==> src/rtl/regfile_dumper_pkg.sv <==
// Shared debug-unit constants and FSM encoding
// for the register file dumper.
package regfile_dumper_pkg;

  localparam int NB_REGS        = 32;
  localparam int REG_ADDR_WIDTH = 5;
  localparam int DEF_DATA_WIDTH = 32;
  localparam int BYTES_PER_WORD = DEF_DATA_WIDTH / 8;

  typedef enum logic [1:0] {
    IDLE = 2'd0,
    LOAD = 2'd1,
    SEND = 2'd2,
    DONE = 2'd3
  } state_t;

endpackage

==> src/rtl/regfile_dumper_word_serializer.sv <==
// Captures one regfile word and shifts it out
// one byte at a time, least-significant first.
module regfile_dumper_word_serializer #(
  parameter int DATA_WIDTH = 32,
  parameter int NB_BYTE    = 8
) (
  input  logic                  clk,
  input  logic                  rst,
  input  logic                  load,
  input  logic                  shift,
  input  logic [DATA_WIDTH-1:0] word,
  output logic [NB_BYTE-1:0]    data,
  output logic                  last
);

  localparam int NBYTES = DATA_WIDTH / 8;
  localparam int CW     = (NBYTES > 1) ? $clog2(NBYTES) : 1;

  logic [DATA_WIDTH-1:0] word_reg;
  logic [CW-1:0]         byte_cnt;

  always_ff @(posedge clk) begin
    if (rst) begin
      word_reg <= '0;
      byte_cnt <= '0;
    end else if (load) begin
      word_reg <= word;
      byte_cnt <= '0;
    end else if (shift && !last) begin
      word_reg <= word_reg >> NB_BYTE;
      byte_cnt <= byte_cnt + 1'b1;
    end
  end

  assign last = (byte_cnt == CW'(NBYTES - 1));
  assign data = word_reg[NB_BYTE-1:0];

endmodule

==> src/rtl/regfile_dumper.sv <==
// Reads x0..x31 through a spare regfile port and
// streams each word out little-endian as bytes.
module regfile_dumper
  import regfile_dumper_pkg::*;
#(
  parameter int DATA_WIDTH = 32,
  parameter int NB_BYTE    = 8
) (
  input  logic                      clk,
  input  logic                      i_rst,
  input  logic                      i_start,
  output logic [REG_ADDR_WIDTH-1:0] o_addr,
  input  logic [DATA_WIDTH-1:0]     i_rdata,
  output logic [NB_BYTE-1:0]        o_data,
  output logic                      o_valid,
  input  logic                      i_ready,
  output logic                      o_busy,
  output logic                      o_done
);

  localparam logic [REG_ADDR_WIDTH-1:0] LAST_REG =
    REG_ADDR_WIDTH'(NB_REGS - 1);

  state_t                    state, state_nxt;
  logic [REG_ADDR_WIDTH-1:0] reg_idx;
  logic                      load, shift, last;
  logic [NB_BYTE-1:0]        ser_data;

  regfile_dumper_word_serializer #(
    .DATA_WIDTH (DATA_WIDTH),
    .NB_BYTE    (NB_BYTE)
  ) u_ser (
    .clk   (clk),
    .rst   (i_rst),
    .load  (load),
    .shift (shift),
    .word  (i_rdata),
    .data  (ser_data),
    .last  (last)
  );

  always_ff @(posedge clk) begin
    if (i_rst) begin
      state <= IDLE;
    end else begin
      state <= state_nxt;
    end
  end

  always_comb begin
    state_nxt = state;
    load      = 1'b0;
    shift     = 1'b0;
    unique case (state)
      IDLE: if (i_start) state_nxt = LOAD;
      LOAD: begin
        load      = 1'b1;
        state_nxt = SEND;
      end
      SEND: begin
        if (i_ready) begin
          shift = 1'b1;
          if (last) begin
            state_nxt = (reg_idx == LAST_REG) ? DONE : LOAD;
          end
        end
      end
      DONE: state_nxt = IDLE;
      default: state_nxt = IDLE;
    endcase
  end

  // reg_idx returns to 0 after DONE so a new dump starts clean
  always_ff @(posedge clk) begin
    if (i_rst) begin
      reg_idx <= '0;
    end else begin
      unique case (state)
        IDLE: if (i_start) reg_idx <= '0;
        SEND: begin
          if (i_ready && last && reg_idx != LAST_REG) begin
            reg_idx <= reg_idx + 1'b1;
          end
        end
        DONE: reg_idx <= '0;
        default: reg_idx <= reg_idx;
      endcase
    end
  end

  assign o_addr  = (state == IDLE) ? '0 : reg_idx;
  assign o_valid = (state == SEND);
  assign o_data  = o_valid ? ser_data : '0;
  assign o_busy  = (state == LOAD) || (state == SEND);
  assign o_done  = (state == DONE);

endmodule

==> config.mk <==
export PLATFORM = sky130hd
export DESIGN_NAME = regfile_dumper
export DESIGN_NICKNAME = d
export VERILOG_FILES = /design/src/rtl/regfile_dumper_pkg.sv /design/src/rtl/regfile_dumper_word_serializer.sv /design/src/rtl/regfile_dumper.sv
export SDC_FILE = /design/constraint.sdc
export NUM_CORES = 1
export LEC_CHECK = 0
export ABC_AREA = 1
export BUFFER_PORTS_ARGS = -buffer_cell sky130_fd_sc_hd__buf_2
export CAP_MARGIN = 20
export CORE_MARGIN = 10
export CORE_UTILIZATION = 35
export DETAILED_ROUTE_END_ITERATION = 6
export GPL_ROUTABILITY_DRIVEN = 0
export RECOVER_POWER = 25
export SLEW_MARGIN = 20
export SYNTH_ARGS = -nofsm -noshare
export SYNTH_HDL_FRONTEND = slang
export SYNTH_SLANG_ARGS = --single-unit
==> constraint.sdc <==
create_clock -name clk -period 1.55 [get_ports clk]
set_input_delay 0.155 -clock clk [delete_from_list [all_inputs] [get_ports clk]]
set_output_delay 0.155 -clock clk [all_outputs]
set_load 0.03 [all_outputs]
# After elaboration in Yosys (flattened, before gate mapping)
# Cells that the tools add are included.
# word_totals
register_bits	41
inputBits	36
output_inout_bits	16
word_cells	42
# op_classes
add_sub_neg	2
eq_ne	10
muxes	15
reduce_logical	11
# op_table
op	n
$mux W32	2
$mux W5	3
$pmux W5 S3	1
$mux W2	4
$mux W8	1
$pmux W2 S4	1
$eq A2 B2 Y1 const B	3
$ne A2 B1 Y1 const B	3
$reduce_and A3 Y1	2
$add A5 B1 Y5 const B	1
$eq A5 B5 Y1 const B	1
$ne A5 B5 Y1 const B	1
$logic_and A1 B1 Y1	3
$mux W1	3
$reduce_bool A3 Y1	1
$add A2 B1 Y2 const B	1
$eq A2 B1 Y1 const B	1
$logic_not A2 Y1	1
$ne A2 B2 Y1 const B	1
$reduce_bool A2 Y1	1
$reduce_or A2 Y1	1
$logic_not A1 Y1	1
$logic_or A1 B1 Y1	1

# Logic depth before layout (Yosys ltp)
# logic_depth
ltp_word	5
depth_mapped	11
depth_no_buf	11

# Modules after synthesis
# Synthesis repeated with hierarchy kept, for this count alone.
# hier_totals
hier_cells	343
area_unflattened_um2	2323.5
# modules_own_cells
module	instances	cells_per_inst	area_each_um2	seq_area_each_um2
regfile_dumper_word_serializer	1	243	1702.9	680.7
regfile_dumper	1	100	620.6	140.1

# Worst setup path after synthesis
# No wires, ideal clock.
# synth_timing
path_kind	reg2reg
startpoint	register state[0]
endpoint	register u_ser.word_reg[16]
setup_ns	0.140
t_arrival_ns	1.478
required_time_ns	1.410
setup_slack_ns	-0.068
stages_incl_launch_ff	9
n_path_buf	3
synth_period_minus_slack_ns	1.618
cell_sequence	dfxtp_1 inv_1 ha_1 buf_6 nand3_4 buf_12 buf_12 nand2_2 a31oi_2
# synth_between
elab_chain_cells	4
elab_cells_between_ends	7
cone_classes	2 x eq/ne; 3 x mux; 2 x reduce/logical
# synth_rtl
element	line	text
start, declared	regfile_dumper.sv:24	state_t state, state_nxt;
start signal, assigned	regfile_dumper.sv:46	state <= state_nxt;
$eq A2 B2 Y1	n/a	
net o_valid	regfile_dumper.sv:15	output logic o_valid,
$mux W1	regfile_dumper.sv:54	unique case (state)
$logic_and A1 B1 Y1	regfile_dumper_word_serializer.sv:29	end else if (shift && !last) begin
$reduce_bool A2 Y1 (no line)	n/a	
end signal, assigned	regfile_dumper_word_serializer.sv:27	word_reg <= word;
end signal, assigned	regfile_dumper_word_serializer.sv:30	word_reg <= word_reg >> NB_BYTE;
end, declared	regfile_dumper_word_serializer.sv:19	logic [DATA_WIDTH-1:0] word_reg;
# The timed path passes the listed nets, and every way through them passes these cells.
# A chain may end at the register's enable or synchronous reset.

# Worst setup path in the final report
# layout_timing
startpoint	register reg_idx[1]
endpoint	register reg_idx[2]
# layout_between
elab_chain_cells	4
elab_cells_between_ends	7
cone_classes	1 x add/sub; 2 x eq/ne; 2 x mux; 2 x reduce/logical
# layout_rtl
element	line	text
start, declared	regfile_dumper.sv:25	logic [REG_ADDR_WIDTH-1:0] reg_idx;
start signal, assigned	regfile_dumper.sv:82	reg_idx <= reg_idx + 1'b1;
start signal, assigned	regfile_dumper.sv:86	default: reg_idx <= reg_idx;
parallel branches: the longest is 4 deep, another holds $add A5 B1 Y5	n/a	
# Several ways; the timed one is not identified. The select of a mux whose other input is x is not followed.

==> results.json <==
{
  "synth_top_family_by_area": "simple AND/OR/NAND/NOR gates",
  "dp_slack_ps": -49.4,
  "syn-instance-count": 316,
  "maxSlewHeadroom_pct": 75.6,
  "drtIter0Drc": 58,
  "timing.critical_path.max_delay_family": "simple AND/OR/NAND/NOR gates",
  "path_buf_inv": 3,
  "row_count": 29,
  "worstSkewPairLatency_ps": 290,
  "ctsRootBufferMaster": "clkbuf_8",
  "drt_wl_total_mm": 5.28,
  "cts.path.max_buffers": 2,
  "hpwl_mm": 3.68,
  "cts_tree": "yes",
  "arrival_ps": 1710,
  "skew_ps": 6.79,
  "synth_seq_cells": 41,
  "drive_gt1_share_pct": 33.5,
  "worst_ir_drop_vdd_mv": 0.851,
  "cp_max_fo": 3,
  "status": "complete, no violations",
  "cp-end-kind": "flop",
  "wire_per_inst_um": 11.7,
  "final.setup.tns_ps": 0,
  "core_area_mm2": 0.00628,
  "yosys_warnings": 0,
  "drv_cap": 0,
  "ios": 52,
  "largest_reg_flops": 32,
  "grt_use_total_pct": 10.2,
  "critPathLaunchType": "flop",
  "fmaxAchievable_mhz": 659,
  "worst_slew_pin_slew_ps": 367,
  "fp.dieW_um": 99.8,
  "cpPeakStageDelay_ps": 370,
  "ys.flop_type": "dfxtp_1",
  "finalSetupViolations": 0,
  "die_y_um": 99.8,
  "power-per-cell-area_mw_per_mm2": 1680,
  "grt_first_pass_wirelength_mm": 8.65,
  "synth-simple-area-share_pct": 28.5,
  "power_mw": 4.79,
  "path_class": "flop to flop",
  "vias": 1960,
  "num_antenna_cells": 0,
  "final.period_utilization_pct": 97.9,
  "cts.sinks": 41,
  "area_growth_pct": 28.0,
  "clkSlewWorstSetupHoldPaths_ps": 80,
  "hold_viol_final": 0,
  "regArea_um2": 831,
  "async_flop_share_pct": 0,
  "drc": 0,
  "ant_nets": 0,
  "grt-ovfl-total": 0,
  "required_ps": 1740,
  "vias_per_cell": 4.36,
  "dieArea_mm2": 0.00996,
  "cp_slowest_cell": "dfxtp_2",
  "setup_ws_ps": 32.9,
  "grt_max_degree": 45,
  "synth_area_mm2": 0.00223,
  "crit_path_cell_trace": "ha_4 > nand2_2 > nor2_1 > ha_2 > inv_2 > nand3_2 > nand2_2 > buf_4 > nand4_1 > nand2_1 > inv_1 > nor2_1",
  "fill_cells": 666,
  "final_nets": 416,
  "cts.htree.levels": 2,
  "muxShareOfSynthArea_pct": 0,
  "synth-xor-area-share_pct": 0,
  "synth_edf_count": 0,
  "syn_nets": 360,
  "cts_buffers": 5,
  "yosysSeqAreaShare_pct": 36.8,
  "synth_compound_area_share_pct": 15.7,
  "avgSynthCellArea_um2": 7.05,
  "p_leak_nw": 1.24,
  "slew_violations": 0,
  "hold_class": "input port to flop",
  "rsz0062_at_grt": "yes",
  "initial_core_util_pct": 35.5,
  "ys_types": 26,
  "drt_pass1_iterations": 4,
  "antenna_found_initial": 0,
  "grt_pass1_vias": 1908,
  "synth-adder-area-share_pct": 4.49,
  "multi_input_area_mm2": 0.00117,
  "period_needed_ps": 1520,
  "port_buffers": 51
}
[worst paths after layout]
kind / from / end / slack [ps] / depth (start not counted)
max: reg_idx[1] / reg_idx[2] / 30 / 12
min: i_rdata[30] / u_ser.word_reg[30] / 110 / 3
max reg2reg: reg_idx[1] / reg_idx[2] / 30 / 12
min reg2reg: u_ser.word_reg[1] / u_ser.word_reg[1] / 470 / 2
[synthesized netlist by cell type (6+ instances only)]
| cell | count | area (um^2) |
|---|---|---|
| a31oi_1 | 6 | 37.5 |
| inv_1 | 47 | 176 |
| a22oi_1 | 8 | 60.1 |
| a31oi_2 | 10 | 125 |
| nand2_2 | 10 | 62.6 |
| nor2_1 | 42 | 158 |
| ha_1 | 8 | 100 |
| buf_2 | 6 | 30.0 |
| a21oi_1 | 21 | 105 |
| nand2_1 | 91 | 342 |
| dfxtp_1 | 41 | 821 |
[timing repair]
item | CTS | global route
pin swaps | 0 | 10
resized for setup | 19 | 32
setup buffers | 1 | 7
endpoints found under the setup margin | 38 | 21
hold buffers | 0 | 0
[layout by cell type, fill, tap and decap left out, types with 8 or more instances in the layout]
master / instances
a21oi_1: 18
a22oi_1: 8
a31oi_2: 10
buf_2: 37
buf_4: 23
dfxtp_1: 37
inv_1: 44
nand2_1: 85
nand2_2: 16
nor2_1: 37
[power by group]
group / leakage [nW] / internal [mW] / total (mW) / switching (mW)
sequential: 0.337 / 1.36 / 1.50 / 0.142
clock: 0.0574 / 0.524 / 0.905 / 0.381
combinational: 0.844 / 0.949 / 2.39 / 1.44
total: 1.24 / 2.83 / 4.79 / 1.96
[worst min-delay path, delay by kind of cell]
family          cells  cell delay, ps
compound gates      1              50
buf+inv             1             100
simple gates        1              50
[cells by family (layout without fill, tap and decap cells)]
logic type	Yosys count	in the layout
AND/OR/NAND/NOR	152	152
buffers and inverters	66	123
AO/OA/AOI/OAI	49	49
flip-flops	41	41
adder cells (fa/ha/maj)	8	8
[area by class of cell]
type,count,share of cell area [%]
flip-flops and latches,41,29.1
clock inverters,2,1.32
multi-input cells,209,40.9
inverters,49,6.80
clock buffers,6,2.90
repair buffers,66,15.6
well taps,77,3.38
[per-layer routing]
| metal | track usage, % | routed length, um |
|---|---|---|
| met5 | 0 | 0 |
| met4 | 2.65 | 40 |
| met3 | 3.71 | 307 |
| met2 | 16.4 | 2430 |
| met1 | 12.6 | 2490 |
[per-stage QoR]
step           area [um^2]  std cells  util (%)  hold slack, ps
6_report              2850        450      45.4             105
5_1_grt               2850        450      45.4             103
4_1_cts               2710        443      43.2            99.2
3_5_place_dp          2530        434      40.3             415
3_3_place_gp          2530        434      40.3             413
2_1_floorplan         2230        316         -             303
No activity file was read; power rests on OpenSTA's default activity.
